--- config.mk ---
export PLATFORM = sky130hd
export DESIGN_NAME = pline_hazard_ctrl
export DESIGN_NICKNAME = d
export VERILOG_FILES = /design/src/rtl/pline_hazard_ctrl.sv
export SDC_FILE = /design/constraint.sdc
export NUM_CORES = 1
export LEC_CHECK = 0
export CORE_AREA = 10 10 63 65
export CTS_CLUSTER_SIZE = 25
export DETAILED_ROUTE_END_ITERATION = 16
export DIE_AREA = 0 0 73 75
export GPL_ROUTABILITY_DRIVEN = 0
export PLACE_DENSITY_LB_ADDON = 0.15
export SYNTH_ARGS = -nofsm -noshare
export SYNTH_HDL_FRONTEND = slang
export SYNTH_SLANG_ARGS = --single-unit
--- constraint.sdc ---
create_clock -name clk -period 3.9 [get_ports clk]
set_input_delay 0.78 -clock clk [delete_from_list [all_inputs] [get_ports clk]]
set_output_delay 0.78 -clock clk [all_outputs]
set_load 0.01 [all_outputs]
--- src/rtl/pline_hazard_ctrl.sv ---
// Stall/flush sequencer for the MicroEV20 4-stage pipeline (mispredict, load-use, dmem busy).
// Optional performance counters are enabled with `define PLINE_PERF_CNT_EN.
module pline_hazard_ctrl #(
    parameter int REG_ADDR_W        = 4,
    parameter int FLUSH_CYCLES      = 4,
    parameter int LOAD_STALL_CYCLES = 1,
    parameter int MEM_TIMEOUT       = 255,
    parameter int CNT_W             = 16
) (
    input  logic                  clk,
    input  logic                  rst,
    input  logic                  incorrect_pred,
    input  logic [REG_ADDR_W-1:0] dec_rs1,
    input  logic [REG_ADDR_W-1:0] dec_rs2,
    input  logic                  dec_rs1_used,
    input  logic                  dec_rs2_used,
    input  logic                  exec_valid,
    input  logic                  exec_is_load,
    input  logic [REG_ADDR_W-1:0] exec_rd,
    input  logic                  mem_busy,
    output logic                  pc_stall,
    output logic                  if_id_stall,
    output logic                  id_ex_bubble,
    output logic                  ex_stall,
    output logic                  exec_ignore,
    output logic                  wrtback_ignore,
    output logic                  mem_timeout,
    output logic                  busy
`ifdef PLINE_PERF_CNT_EN
    ,
    output logic [CNT_W-1:0]      flush_cnt,
    output logic [CNT_W-1:0]      stall_cnt
`endif
);

    localparam int M1   = (FLUSH_CYCLES > LOAD_STALL_CYCLES) ? FLUSH_CYCLES : LOAD_STALL_CYCLES;
    localparam int CMAX = (M1 > MEM_TIMEOUT) ? M1 : MEM_TIMEOUT;
    localparam int CW   = $clog2(CMAX + 1);

    typedef enum logic [1:0] {RUN, FLUSH, LOAD_STALL, MEM_STALL} state_t;

    state_t          state, state_nxt;
    logic [CW-1:0]   cnt, cnt_nxt;
    logic            xi_nxt, wi_nxt, to_nxt;
    logic            flush_take, ld_take;
    logic            load_hz, mem_eff;

    assign load_hz = exec_valid & exec_is_load & (exec_rd != '0) &
                     ((dec_rs1_used & (dec_rs1 == exec_rd)) |
                      (dec_rs2_used & (dec_rs2 == exec_rd)));

    // The cycle right after a timeout ignores mem_busy so the stalls really release.
    assign mem_eff = mem_busy & ~mem_timeout;

    assign busy = (state != RUN);

    always_comb begin
        state_nxt    = state;
        cnt_nxt      = cnt;
        xi_nxt       = exec_ignore;
        wi_nxt       = wrtback_ignore;
        to_nxt       = 1'b0;
        pc_stall     = 1'b0;
        if_id_stall  = 1'b0;
        id_ex_bubble = 1'b0;
        ex_stall     = 1'b0;
        flush_take   = 1'b0;
        ld_take      = 1'b0;
        case (state)
            RUN, LOAD_STALL: begin
                if (incorrect_pred) begin
                    flush_take = 1'b1;
                end else if (mem_eff) begin
                    pc_stall    = 1'b1;
                    if_id_stall = 1'b1;
                    ex_stall    = 1'b1;
                    state_nxt   = MEM_STALL;
                    cnt_nxt     = CW'(MEM_TIMEOUT);
                end else if (state == LOAD_STALL) begin
                    pc_stall     = 1'b1;
                    if_id_stall  = 1'b1;
                    id_ex_bubble = 1'b1;
                    if (cnt <= CW'(1)) begin
                        state_nxt = RUN;
                        cnt_nxt   = '0;
                    end else begin
                        cnt_nxt = cnt - CW'(1);
                    end
                end else if (load_hz) begin
                    ld_take = 1'b1;
                end
            end
            FLUSH: begin
                if (incorrect_pred) begin
                    flush_take = 1'b1;
                end else begin
                    if (cnt == CW'(1)) xi_nxt = 1'b0;
                    if (cnt == '0) begin
                        wi_nxt    = 1'b0;
                        state_nxt = RUN;
                    end else begin
                        cnt_nxt = cnt - CW'(1);
                    end
                end
            end
            MEM_STALL: begin
                // Exec is frozen here, so a mispredict cannot legally arrive; it is ignored.
                if (mem_busy) begin
                    pc_stall    = 1'b1;
                    if_id_stall = 1'b1;
                    ex_stall    = 1'b1;
                    if (cnt == '0) begin
                        to_nxt    = 1'b1;
                        state_nxt = RUN;
                    end else begin
                        cnt_nxt = cnt - CW'(1);
                    end
                end else begin
                    state_nxt = RUN;
                    cnt_nxt   = '0;
                    ld_take   = load_hz;
                end
            end
            default: begin
                state_nxt = RUN;
                cnt_nxt   = '0;
            end
        endcase

        if (flush_take) begin
            state_nxt = FLUSH;
            cnt_nxt   = CW'(FLUSH_CYCLES);
            xi_nxt    = 1'b1;
            wi_nxt    = 1'b1;
        end

        // Load-use stall is asserted in the same cycle the hazard is seen.
        if (ld_take) begin
            pc_stall     = 1'b1;
            if_id_stall  = 1'b1;
            id_ex_bubble = 1'b1;
            if (LOAD_STALL_CYCLES > 1) begin
                state_nxt = LOAD_STALL;
                cnt_nxt   = CW'(LOAD_STALL_CYCLES - 1);
            end
        end
    end

    always_ff @(posedge clk) begin
        if (rst) begin
            state          <= RUN;
            cnt            <= '0;
            exec_ignore    <= 1'b0;
            wrtback_ignore <= 1'b0;
            mem_timeout    <= 1'b0;
        end else begin
            state          <= state_nxt;
            cnt            <= cnt_nxt;
            exec_ignore    <= xi_nxt;
            wrtback_ignore <= wi_nxt;
            mem_timeout    <= to_nxt;
        end
    end

`ifdef PLINE_PERF_CNT_EN
    always_ff @(posedge clk) begin
        if (rst) begin
            flush_cnt <= '0;
            stall_cnt <= '0;
        end else begin
            if (flush_take && (flush_cnt != '1)) flush_cnt <= flush_cnt + CNT_W'(1);
            if (pc_stall && (stall_cnt != '1)) stall_cnt <= stall_cnt + CNT_W'(1);
        end
    end
`endif

endmodule

==> flow_metrics.py, run 1 <==
metrics = {
    "outcome": {
        "run_status": "finished clean",
    },
    "timing": {
        "timing_hold_violations_final": 0,
        "max_freq_mhz": 297,
        "finalClockSkew_ps": 1.94,
        "maxSlewViolCount": 0,
        "fin_crit_sh_pct": 86.4,
        "finalSetupViolCount": 0,
        "tightest_slew_ps": 490,
        "rsz0062_at_grt": "no",
        "timing.final.crit_period_ps": 3370,
        "slew_headroom_pct": 67.3,
        "totalNegativeSetupSlack_ps": 0,
    },
    "drt": {
        "dr.pass1.iters": 4,
        "average_wire_per_standard_cell_microns": 14.7,
        "initialDrtViolationCount": 89,
        "detailroute.via_count": 1061,
        "routed-wl-met2_microns": 1230,
        "drc_violations": 0,
        "highest_layer": "met4",
        "route.antenna.remaining_nets": 0,
        "via_per_inst": 5.53,
        "wl_met1_microns": 1340,
        "met3_length_microns": 220,
        "route.final.wire_length_microns": 2830,
    },
    "place": {
        "detail_placement_hpwl_microns": 2260,
        "place.port_buffers": 27,
    },
    "setup_path": {
        "critPathTopFamily": "buffers and inverters",
        "rr_endpoint": "cnt[1]",
        "timing.critical_path.fanout_max": 3,
        "cell_with_the_largest_stage_delay_on_the_worst_path": "clkdlybuf4s50_1",
        "worstSetupStartpoint": "exec_rd[1]",
        "setup.worst_path.class": "input pin to output pin",
        "maximum_cell_stage_delay_along_the_critical_path_ps": 540,
        "crit_path_frequent_cell": "clkdlybuf4s50_1",
        "rrSetupSlack_ps": 2090,
        "timing.critical_path.buf_inv": 2,
        "reg2reg_from": "cnt[1]",
        "timing.reg2reg.worst_path_depth": 7,
        "crit_path_end_kind": "output pin",
        "crit_arrival_ps": 2590,
        "crit_chain": "clkdlybuf4s50_1 -> xor2_1 -> nor4_1 -> o221ai_1 -> nand3b_1 -> clkdlybuf4s50_1",
        "critPathRequiredTime_ps": 3120,
        "cp-start-kind": "input pin",
    },
    "pwr": {
        "leakage_uw": 0.000495,
        "power_report.internal_total_uw": 270,
        "seq_power_share_pct": 38.2,
        "switchingPower_uw": 161,
        "p_sw_share_pct": 37.4,
        "power.density_cell_area_nw_per_um2": 319,
        "power.ir.vdd_worst_uv": 208,
        "p_clk_share_pct": 20.8,
        "power.share.combinational_pct": 41.0,
    },
    "floorplan": {
        "floorplan.initialDensity_pct": 39.5,
        "die_h_microns": 75,
        "fp.coreArea_sq_um": 2710,
        "core.rowCount": 19,
        "dieWidth_microns": 73,
        "fp.dieArea_sq_um": 5480,
        "number_of_top_level_design_ports": 28,
    },
    "hold_path": {
        "worstHoldPathType": "flop to flop",
        "whs_path_depth": 2,
        "hold_path_end": "wrtback_ignore",
        "worst_hold_startpoint": "wrtback_ignore",
    },
    "cts": {
        "worst_setup_hold_path_clk_slew_ps": 90,
        "clock_path_buffers": 2,
        "root_buffer": "clkbuf_4",
        "worst_skew_pair.late_latency_ps": 290,
        "cts_sinks": 13,
        "post_cts_hold_buffer_count": 0,
        "cts_max_level": 1,
        "ctsResizeCount": 0,
        "cts.repair_timing.setup_buffer_count": 0,
        "cts-buffers-inserted": 3,
        "tritoncts": "yes",
    },
    "synthesis": {
        "mappedNetlistArea_sq_um": 1070,
        "syn-num-nets": 160,
        "synth-edff-count": 0,
        "netlist-cell-type-count": 42,
        "seq_area_frac_synth_pct": 24.3,
        "most_area_hungry_cell_type_in_the_yosys_netlist": "dfxtp_1",
        "synthesis.instances": 137,
        "synth_top_area_share_pct": 24.3,
        "synth.area.top_cells": "dfxtp_1 24%, nor2_1 6.0%, xor2_1 4.9%, nor3_1 4.7%, nand2_1 4.6%",
        "synth-main-ff-cell": "dfxtp_1",
        "syn_avg_cell_area_sq_um": 7.82,
        "ys_warn_count": 0,
        "ys_seq_elements": 13,
        "asyncSetResetFlopFracSynth_pct": 0,
    },
    "finish": {
        "antenna_cells_inserted": 0,
        "areaGrowthSynthToFinish_pct": 26.2,
        "final_cell_mix": "27 x clkdlybuf4s50_1, 17 x nor2_1, 13 x nand2_1, 13 x dfxtp_1, 10 x nor3_1",
        "drive_above_1_share_pct": 9.94,
        "fin_util_pct": 49.9,
        "final_common_cell": "clkdlybuf4s50_1",
        "finish.net_count": 185,
        "fillerInstances": 290,
    },
    "global_route": {
        "global_route_overflow": 0,
        "grt_start_max_net_pins": 14,
        "global_route_wire_length_before_repair_microns": 4730,
        "antenna_violations_before_repair": 0,
        "grt_util_all_layers_pct": 10.7,
        "grt_pass1_vias": 997,
    },
    "flow_run": {
        "maxCapViolations": 0,
    },
}
==> kinds of logic (layout without fill, tap and decap cells) <==
kind of cell               after synthesis  in the layout  share of synthesized area, %
adders and majority gates                3              3                          3.51
xor gates and xnor gates                 8              8                          6.54
DFF                                     13             13                          24.3
and+or+nand+nor                         68             68                          34.7
buffers and inverters                   12             36                          6.89
AOI/OAI and AO/OA                       33             33                          24.1
==> cells in the mapped netlist (all sizes together) (4+ instances only) <==
master and number:
xor2 6, nand2 14, inv 5, nor3 14
nor2 17, a211oi 5, o21ai 4, nand2b 5
buf 7, nor4 4, a21oi 7, and2 4
dfxtp 13
==> power groups by stage <==
| stage | Combinational [uW] | Clock [uW] | Sequential [uW] |
|---|---|---|---|
| floorplan | 129 | 0 | 160 |
| global placement | 174 | 0 | 167 |
| detailed placement | 177 | 0 | 167 |
| CTS | 177 | 94.3 | 165 |
| global route | 198 | 96.6 | 168 |
| finish | 177 | 89.7 | 165 |
==> flip-flops by register name (all words and copies together), names as in the netlist <==
name,count
cnt,8
wrtback_ignore,1
mem_timeout,1
exec_ignore,1
state,2
==> worst reg2reg max path: cells and delay by family, from the launching register on <==
family          cells  cell delay [ps]
compound gates      3              500
fa+ha+maj           1              160
buf+inv             1              130
simple gates        2              560
flops               1              350
==> through the flow <==
stage	hold WS [ps]	total power, uW	setup slack [ps]	area (sq um)	instances
global route	559	462	393	1350	192
floorplan	513	289	1480	1070	137
global placement	494	341	547	1330	188
detailed placement	499	344	524	1330	188
CTS	512	436	516	1350	192
finish	503	431	532	1350	192
==> worst max-delay path by stage <==
stage / cells after the start / slack (ps) / endpoint
after CTS: 6 / 520 / if_id_stall
after detailed placement: 6 / 520 / if_id_stall
after global routing: 6 / 390 / if_id_stall
final: 6 / 530 / pc_stall
after global placement: 6 / 550 / pc_stall
after floorplan: 5 / 1480 / pc_stall
==> cell type report <==
type                       instances  area (sq um)  share of cell area, %
multi-input combinational        112           737                   54.5
clock buffer                       4          26.3                   1.94
sequential                        13           260                   19.3
inverter                           5          18.8                   1.39
tap                               31          38.8                   2.87
timing repair buffer              27           270                   20.0
==> routing by layer <==
layer,global-route usage (%),vias to the layer above
met2,15.9,41
met5,0,-
met3,3.94,5
met1,13.7,478
li1,-,537
met4,4.43,0
Power figures use the tool's default switching activity.
==> run 2, diff against run 1 <==
==> constraint.sdc (replaced) <==
create_clock -name clk -period 3.9 [get_ports clk]
set_input_delay 0.585 -clock clk [delete_from_list [all_inputs] [get_ports clk]]
set_output_delay 0.585 -clock clk [all_outputs]
set_load 0.01 [all_outputs]
==> run 2 against run 1 <==
Against the previous run: hold slack worse by 1.3 ps; clock skew decreased by 1.1 ps; via count rose by 0.66%; critical path type unchanged; utilization did not move; flip-flop and latch count unchanged; sequential share of layout area is the same; die area unchanged; highest routed layer unchanged; largest power group unchanged; global-route usage fell by 0.069 points; routed wire length rose by 0.74%; combinational power hardly changed; register-to-register slack lost 20 ps; clock power decreased by 4.3%.
==> flow_metrics.py, run 2 (synthesis results as in run 1) <==
metrics = {
    "global_route": {
        "global_route_overflow": 0,
        "antenna_violations_before_repair": 0,
        "grt_pass1_vias": 1054,
        "grt_util_all_layers_pct": 10.7,
        "grt_start_max_net_pins": 14,
        "global_route_wire_length_before_repair_microns": 4710,
    },
    "finish": {
        "leading_registers_by_flop_count": "cnt (8), state (2)",
        "fillerInstances": 285,
        "drive_above_1_share_pct": 9.94,
        "final_common_cell": "clkdlybuf4s50_1",
        "final_cell_mix": "27 x clkdlybuf4s50_1, 17 x nor2_1, 13 x nand2_1, 13 x dfxtp_1, 10 x nor3_1",
        "largest_reg_flops": 8,
        "antenna_cells_inserted": 0,
        "fin_util_pct": 49.9,
        "layout.area.seq_sq_um": 260,
        "multi_input_comb_area_sq_um": 737,
        "areaGrowthSynthToFinish_pct": 26.2,
        "top_register": "cnt",
        "finish.net_count": 185,
    },
    "timing": {
        "rsz0062_at_grt": "no",
        "fin_crit_sh_pct": 76.6,
        "timing.final.crit_period_ps": 2990,
        "worst_hold_slack_ps": 501,
        "max_freq_mhz": 335,
        "slew_headroom_pct": 67.4,
        "maxSlewViolCount": 0,
        "finalClockSkew_ps": 0.867,
        "timing_hold_violations_final": 0,
        "tightest_slew_ps": 488,
        "finalSetupViolCount": 0,
        "min_setup_slack_post_route_ps": 914,
        "totalNegativeSetupSlack_ps": 0,
    },
    "setup_path": {
        "critPathTopFamily": "buffers and inverters",
        "cp-start-kind": "input pin",
        "crit_path_end_kind": "output pin",
        "maximum_cell_stage_delay_along_the_critical_path_ps": 550,
        "crit_arrival_ps": 2400,
        "timing.critical_path.buf_inv": 2,
        "timing.critical_path.fanout_max": 3,
        "setup.worst_path.class": "input pin to output pin",
        "crit_chain": "clkdlybuf4s50_1 -> xor2_1 -> nor4_1 -> o221ai_1 -> nand3b_1 -> clkdlybuf4s50_1",
        "cell_with_the_largest_stage_delay_on_the_worst_path": "clkdlybuf4s50_1",
        "critPathRequiredTime_ps": 3310,
        "crit_path_frequent_cell": "clkdlybuf4s50_1",
    },
    "drt": {
        "initialDrtViolationCount": 73,
        "average_wire_per_standard_cell_microns": 14.8,
        "route.final.wire_length_microns": 2850,
        "via_per_inst": 5.56,
        "detailroute.via_count": 1068,
        "dr.pass1.iters": 4,
        "drc_violations": 0,
        "route.antenna.remaining_nets": 0,
    },
    "cts": {
        "cts.repair_timing.setup_buffer_count": 0,
        "worst_setup_hold_path_clk_slew_ps": 80,
        "root_buffer": "clkbuf_4",
        "cts_max_level": 1,
        "cts-buffers-inserted": 3,
        "worst_skew_pair.late_latency_ps": 280,
        "clock_path_buffers": 2,
        "post_cts_hold_buffer_count": 0,
        "ctsResizeCount": 0,
        "tritoncts": "yes",
        "cts_sinks": 13,
    },
    "place": {
        "pre_cts_slack_ps": 891,
        "detail_placement_hpwl_microns": 2320,
        "place.port_buffers": 27,
    },
    "floorplan": {
        "core.rowCount": 19,
        "die_h_microns": 75,
        "fp.dieArea_sq_um": 5480,
        "dieWidth_microns": 73,
        "floorplan.initialDensity_pct": 39.5,
        "number_of_top_level_design_ports": 28,
        "fp.coreArea_sq_um": 2710,
    },
    "pwr": {
        "power.density_cell_area_nw_per_um2": 317,
        "power.total_uw": 428,
        "power.ir.vdd_worst_uv": 230,
        "leakage_uw": 0.000495,
    },
    "outcome": {
        "run_status": "finished clean",
    },
    "hold_path": {
        "worstHoldPathType": "flop to flop",
    },
    "flow_run": {
        "maxCapViolations": 0,
    },
}
==> run 2: cell counts in the layout (fill, tap and decap cells not counted) <==
No cell type changed its count.
==> run 2: cell type report <==
type                       instances  area share (%)
multi-input combinational        112            54.5
timing repair buffer              27            20.0
sequential                        13            19.3
tap                               31            2.87
clock buffer                       4            1.94
inverter                           5            1.39
==> run 2: where the power goes <==
group,leakage [uW],internal (uW),switching [uW],total [uW]
clock network,0.0000150,39.8,46.0,85.8
logic,0.000373,84.5,92.8,177
registers,0.000108,145,19.3,165
==> run 2: worst paths after layout <==
path	start	end	slack [ps]	cells past startpoint
setup / recovery	exec_rd[1]	if_id_stall	910	6
setup reg to reg	cnt[1]	cnt[1]	2070	7
hold reg to reg	wrtback_ignore	wrtback_ignore	500	2
hold / removal	wrtback_ignore	wrtback_ignore	500	2
==> run 2: routing by layer <==
| metal | up-vias | GRT usage, % | wire length (microns) |
|---|---|---|---|
| li1 | 538 | - | - |
| met1 | 495 | 12.6 | 1300 |
| met2 | 31 | 16.9 | 1290 |
| met3 | 4 | 4.60 | 226 |
| met4 | 0 | 3.59 | 26 |
| met5 | - | 0 | 0 |
==> run 2: tightest hold or removal path: cells and delay by family (launching register included) <==
family / cells / cell delay, ps
compound gates: 1 / 50
flops: 1 / 320
simple gates: 1 / 90
==> run 2: stage by stage <==
stage                     std cells  cell area, sq um
after global routing            192              1350
after CTS                       192              1350
after floorplan                 137              1070
after global placement          188              1330
final                           192              1350
after detailed placement        188              1330
